File: config.mk
export PLATFORM = sky130hd
export DESIGN_NAME = serial_adder
export DESIGN_NICKNAME = d
export VERILOG_FILES = /design/src/rtl/serial_adder.sv
export SDC_FILE = /design/constraint.sdc
export NUM_CORES = 1
export LEC_CHECK = 0
export CAP_MARGIN = 25
export CORE_MARGIN = 2
export CORE_UTILIZATION = 52
export DETAILED_ROUTE_END_ITERATION = 7
export HOLD_SLACK_MARGIN = 0.08
export PLACE_DENSITY_LB_ADDON = 0.1
export SYNTH_ARGS = -nofsm -noshare
export SYNTH_HDL_FRONTEND = slang
export SYNTH_SLANG_ARGS = --single-unit
File: constraint.sdc
create_clock -name clk -period 1.6 [get_ports clk]
set_input_delay 0.48 -clock clk [delete_from_list [all_inputs] [get_ports clk]]
set_output_delay 0.48 -clock clk [all_outputs]
set_load 0.01 [all_outputs]
File: src/rtl/serial_adder.sv
// Bit-serial WIDTH-bit adder: one FullAdder cell reused once per clock, with a
// carry flop closing the loop between bits. FullAdder is the existing 1-bit cell.
module serial_adder #(
  parameter int WIDTH = 8
) (
  input  logic             clk,
  input  logic             rst,
  input  logic             start,
  input  logic [WIDTH-1:0] a,
  input  logic [WIDTH-1:0] b,
  input  logic             cin,
  output logic             busy,
  output logic             done,
  output logic [WIDTH-1:0] sum,
  output logic             cout,
  output logic [1:0]       state_dbg
);
  localparam int CW = $clog2(WIDTH) + 1;

  // Handshake: start is a level sampled only while IDLE; the edge that sees it
  // loads a/b/cin. done is a single-cycle pulse and sum/cout are valid with it.
  typedef enum logic [1:0] {IDLE = 2'd0, RUN = 2'd1, DONE = 2'd2} state_t;

  state_t           state;
  logic [WIDTH-1:0] reg_a, reg_b, res, res_next;
  logic [CW-1:0]    cnt;
  logic             carry, fa_s, fa_cout, last_bit;

  FullAdder u_fa (
    .a    (reg_a[0]),
    .b    (reg_b[0]),
    .cin  (carry),
    .s    (fa_s),
    .cout (fa_cout)
  );

  // New sum bit enters at the MSB, so after WIDTH shifts bit 0 sits at the LSB.
  assign res_next  = (res >> 1) | (WIDTH'(fa_s) << (WIDTH - 1));
  assign last_bit  = (cnt == CW'(WIDTH - 1));
  assign state_dbg = state;

  always_ff @(posedge clk) begin
    if (rst) begin
      state <= IDLE;
      busy  <= 1'b0;
      done  <= 1'b0;
      sum   <= '0;
      cout  <= 1'b0;
      reg_a <= '0;
      reg_b <= '0;
      res   <= '0;
      cnt   <= '0;
      carry <= 1'b0;
    end else begin
      case (state)
        IDLE: begin
          done <= 1'b0;
          if (start) begin
            reg_a <= a;
            reg_b <= b;
            carry <= cin;
            res   <= '0;
            cnt   <= '0;
            busy  <= 1'b1;
            state <= RUN;
          end
        end
        RUN: begin
          carry <= fa_cout;
          reg_a <= reg_a >> 1;
          reg_b <= reg_b >> 1;
          res   <= res_next;
          cnt   <= cnt + CW'(1);
          if (last_bit) begin
            sum   <= res_next;
            cout  <= fa_cout;
            busy  <= 1'b0;
            done  <= 1'b1;
            state <= DONE;
          end
        end
        DONE: begin
          done  <= 1'b0;
          state <= IDLE;
        end
        default: begin
          busy  <= 1'b0;
          done  <= 1'b0;
          state <= IDLE;
        end
      endcase
    end
  end
endmodule

// Single-bit full adder cell.
module FullAdder (
  input  logic a,
  input  logic b,
  input  logic cin,
  output logic s,
  output logic cout
);
  assign s    = a ^ b ^ cin;
  assign cout = (a & b) | (a & cin) | (b & cin);
endmodule

# ---- Word-level counts from Yosys, hierarchy flattened
# Index checks and enable logic that the tools add are counted.
dict set report classes {
  add_sub_neg 1
  eq_ne 5
  mux 16
  bitwise_logic 10
  n_reduce_logical 7
}
# cell count
set op_table {}
lappend op_table {{$pmux W8 S2} 3}
lappend op_table {{$mux W8} 3}
lappend op_table {{$or A7 B8 Y8} 1}
lappend op_table {{$pmux W4 S2} 1}
lappend op_table {{$reduce_and A2 Y1} 3}
lappend op_table {{$add A4 B1 Y4 const B} 1}
lappend op_table {{$eq A4 B3 Y1 const B} 1}
lappend op_table {{$mux W2} 2}
lappend op_table {{$mux W4} 1}
lappend op_table {{$ne A2 B2 Y1 const B} 2}
lappend op_table {{$pmux W2 S2} 1}
lappend op_table {{$and A1 B1 Y1} 3}
lappend op_table {{$mux W1} 3}
lappend op_table {{$pmux W1 S3} 1}
lappend op_table {{$reduce_and A3 Y1} 1}
lappend op_table {{$eq A2 B1 Y1 const B} 1}
lappend op_table {{$eq A2 B2 Y1 const B} 1}
lappend op_table {{$logic_not A2 Y1} 1}
lappend op_table {{$not A1 Y1} 2}
lappend op_table {{$or A1 B1 Y1} 2}
lappend op_table {{$pmux W1 S2} 1}
lappend op_table {{$reduce_bool A2 Y1} 1}
lappend op_table {{$reduce_or A2 Y1} 1}
lappend op_table {{$xor A1 B1 Y1} 2}
dict set report word_totals {
  register_bits 42
  in_bits 20
  elab_cells 49
}

# ---- Longest topological paths before layout
dict set report logic_depth {
  ltp_word 4
  depth_mapped 6
  ltp_nobuf 4
}

# ---- By module
# A second synthesis with hierarchy kept.
dict set report hier_totals {
  cells_unflattened 179
  area_unflattened_um2 1720.4
}
# module n_inst cells_per_inst area_each_um2 seq_area_each_um2
set by_module_without_submodules {}
lappend by_module_without_submodules {serial_adder 1 178 1700.4 820.8}
lappend by_module_without_submodules {FullAdder 1 1 20.0 0.0}

# ---- Least setup slack after synthesis
# No wires, ideal clock.
dict set report synth_timing {
  path_type {register to register}
  start {register state[1], in the netlist state_dbg[1]}
  end {register cnt[3]}
  t_arrival_ps 1180
  setup_slack_ps 346
  stages_incl_launch_ff 6
  n_path_buf 2
  cell_sequence {dfxtp_1 -> buf_6 -> nand2b_4 -> buf_6 -> or3_1 -> a31oi_1}
}
dict set report synth_between {
  elab_chain_cells 3
}
# element line_no
set synth_rtl {}
lappend synth_rtl {{from (decl)} 24} ;# state_t state;
lappend synth_rtl {{from (signal assigned)} 44} ;# state <= IDLE;
lappend synth_rtl {{from (signal assigned)} 65} ;# state <= RUN;
lappend synth_rtl {{from (signal assigned)} 79} ;# state <= DONE;
lappend synth_rtl {{$eq A2 B1 Y1 or $logic_not A2 Y1 (tied branches)} 55} ;# case (state)
lappend synth_rtl {{$reduce_bool A2 Y1 (no source line) or $ne A2 B2 Y1 (tied branches)} --}
lappend synth_rtl {{$reduce_and A2 Y1 (no source line)} --}
lappend synth_rtl {{to (signal assigned)} 73} ;# cnt <= cnt + CW'(1);
lappend synth_rtl {{to (decl)} 26} ;# logic [CW-1:0] cnt;
# Several ways; a longest one is shown, not always the timed one.
# A chain may end at the register's enable or synchronous reset.

# ---- Worst setup path after layout
dict set report layout_timing {
  start {register busy}
  end {output port busy}
}
# element line_no
set layout_lines {}
lappend layout_lines {{from (decl)} 12} ;# output logic busy,
lappend layout_lines {{from (signal assigned)} 45} ;# busy <= 1'b0;
lappend layout_lines {{from (signal assigned)} 64} ;# busy <= 1'b1;
lappend layout_lines {{from (signal assigned)} 77} ;# busy <= 1'b0;
# No word-level cell between the ends.

==> run metrics <==
largest net degree at the start of global routing=24; DIE WIDTH=64.14 µm; post-synthesis area per instance=between 8 and 9 µm²; number of setup violations in the final report=0; slew at the pin closest to its max-slew limit=about 390 ps; Min Clock Period, post-route=1481 ps; largest cells by area after synthesis=sky130_fd_sc_hd__dfxtp_1, sky130_fd_sc_hd__a21oi_1, sky130_fd_sc_hd__o221a_2, sky130_fd_sc_hd__nor2_1, sky130_fd_sc_hd__a22oi_1; global-route wire length before repair=between 7000 and 8000 µm; via density per instance=around 5.6; sum of buffers and inverters on the critical path=1; unique cell type count in the Yosys netlist=31; fraction of post-synthesis cell area in the top cell type by area=43.65%; Total Nets Final=around 280; area growth from synthesis to layout=23.42%; placer's final routability congestion estimate=a little under 0.8; total wirelength of the detailed-routed design=4326 µm; switching power=between 500 and 600 µW; pwr dens=around 890 nW/µm²; result of the run=finished clean; Required @ worst endpoint=about 1100 ps; crit path capture type=output pin; placed wire-length estimate=between 3000 and 4000 µm; crit path kind=flip-flop to output pin; internal power=around 1.6 mW; final core utilization=about two thirds; overall overflow remaining after global route=0; level count of the clock H-tree=2; post-route DRC violation count=0; final instance area=about 2300 µm²; total CTS buffers=5; Core Area=~3400 µm²; dominant cell type by area after synthesis=sky130_fd_sc_hd__dfxtp_1; switching share of total power=around 25%; slowest cell on the critical path=sky130_fd_sc_hd__dfxtp_1; via count of the routed design=1689; relative slew slack=73.80%; number of primary I/O pins=33; share of post-route cells with drive strength above 1=14.34%; final non-filler cell total=304; overall global routing resource usage=22.38%; pre-CTS setup slack=-192.4 ps; initial core utilization=a little under three fifths; Hold Path Class=flip-flop to flip-flop; clock tree from TritonCTS=yes; y dimension of the die=roughly 64 µm; sequential fraction of the synthesis area=~44%; count of maximum capacitance violations=0; diode insertion count for antenna repair=0; top post-synthesis cells by count=sky130_fd_sc_hd__dfxtp_1, sky130_fd_sc_hd__a21oi_1, sky130_fd_sc_hd__nor2_1; crit path cell chain=dlygate4sd2_1; Final Hold Viols=0; synthesized netlist net count=249; sum of negative setup slack=0 ps; initial antenna violation count=0; register bit total from synthesis=41; Fill cells=roughly 290; Die ar.=slightly above 4000 µm²; largest fanout of any net on the critical path=3; routed wire length per instance=between 10 and 15 µm; clock network fraction of total power=around 32%; worst hold margin=roughly 480 ps; Largest delay share family, worst path=flip-flops; cell at the root of the clock tree=sky130_fd_sc_hd__clkbuf_4; hold buffer count at cts=0; maximum operating frequency=0.6752 GHz; # placed instances=296; Routed Antenna Nets=0; number of violations reported at the end of detailed-routing iteration 0=~100; Setup Skew=between 15 and 20 ps; cell count after synthesis=around 230; number of standard-cell rows in the floorplan=21; count of input and output buffers=32; RSZ-0062 raised after global routing=no; post-layout total power=2.071 mW; maximum count of clock buffers along a single path=2; CTS Sinks=between 40 and 50; crit path launch type=flip-flop; Clock transition at path regs=between 100 and 150 ps; PnR worst setup slack=roughly 120 ps; Most used DFF post-synth=sky130_fd_sc_hd__dfxtp_1; IR Drop Worst-Case VDD=between 0.6 and 0.7 mV; count of flip-flops with a built-in enable after synthesis=0; first drt pass iteration count=4; combined area of all synthesized cells=1881 µm²; count leader, synth=sky130_fd_sc_hd__dfxtp_1; static leakage=0.9503 nW; sequential share of power=about 53%; via count of the first global-routing pass=1670; share of async-settable or async-resettable flops after synthesis=0%; relative contribution of combinational cells to total power=about 14%; pins over their slew limit=0; arrival time of the worst setup path=1000 ps; delay of the slowest cell on the worst path=approximately 370 ps; flop2flop setup slack=200 ps; share of the clock period used by the worst path=roughly 90%; total number of yosys warnings=0; total cell area at the placement stage=roughly 2300 µm²; later-pin clock latency in the skew report=roughly 350 ps
-- layout by cell type (no fill, tap or decap), types with 2 or more instances in the layout --
cell type / Yosys / layout
sky130_fd_sc_hd__inv_1: 15 / 15
sky130_fd_sc_hd__nor3_1: 2 / 2
sky130_fd_sc_hd__nor2b_1: 5 / 5
sky130_fd_sc_hd__o22ai_1: 2 / 2
sky130_fd_sc_hd__nand2_1: 4 / 4
sky130_fd_sc_hd__dfxtp_1: 41 / 41
sky130_fd_sc_hd__o221a_2: 15 / 15
sky130_fd_sc_hd__buf_4: 1 / 12
sky130_fd_sc_hd__clkdlybuf4s50_1: 0 / 19
sky130_fd_sc_hd__o21bai_1: 2 / 2
sky130_fd_sc_hd__a22oi_1: 8 / 8
sky130_fd_sc_hd__nor2_1: 34 / 34
sky130_fd_sc_hd__clkbuf_4: 0 / 5
sky130_fd_sc_hd__o22a_1: 3 / 3
sky130_fd_sc_hd__a21oi_1: 40 / 40
sky130_fd_sc_hd__dlygate4sd2_1: 0 / 13
sky130_fd_sc_hd__nand3_1: 11 / 11
sky130_fd_sc_hd__nand3b_1: 2 / 2
sky130_fd_sc_hd__o21ai_0: 10 / 10
-- metal layers --
layer / part of all wire, % / up-vias / routed length (µm) / global-route usage [%]
li1: - / 858 / - / -
met1: 44 / 776 / 1909 / 26.86
met2: 50 / 46 / 2156 / 39.84
met3: 4.5 / 9 / 193 / 4.401
met4: 1.5 / 0 / 67 / 7.447
met5: 0 / - / 0 / 0
-- area by class of cell --
type / count / area (µm²) / share of cell area, %
timing repair buffer: 45 / 414.1 / 17.84
tap: 46 / 57.56 / 2.480
inverter: 15 / 56.30 / 2.426
clock inverter: 2 / 38.79 / 1.671
sequential: 41 / 820.8 / 35.36
clock buffer: 6 / 41.29 / 1.779
multi-input combinational: 149 / 892.1 / 38.44
-- logic make-up after synthesis --
kind of cell,after synthesis,share of synthesized area [%]
fa+ha+maj,2,1.730
compound gates,82,29.08
flops,41,43.65
buf+inv,37,8.915
mux,1,0.5323
simple gates,64,16.10
-- power groups by stage --
stage	registers (mW)	clock network (mW)	logic [mW]
finish	1.11	0.668	0.296
global route	1.11	0.727	0.330
CTS	1.11	0.684	0.296
detailed placement	1.13	0	0.296
global placement	1.13	0	0.282
floorplan	1.12	0	0.184
-- sequential cells by signal, summed over array words and instances (netlist names) --
register and cells:
busy 1, carry 1, cnt 4, cout 1
done 1, reg_a 8, reg_b 8, res 7
state_dbg 2, sum 8
-- path summary, 6_finish.rpt --
path	end	cells past startpoint	startpoint
worst max-delay path	busy	1	busy
worst min-delay path	sum[0]	2	res[1]
worst max register to register	reg_a[3]	4	state_dbg[0]
worst min register to register	sum[0]	2	res[1]
-- what timing repair did --
action,CTS,global route
gates resized for setup,13,0
setup endpoints to repair,13,0
buffers inserted,0,0
Power figures use the tool's default switching activity.
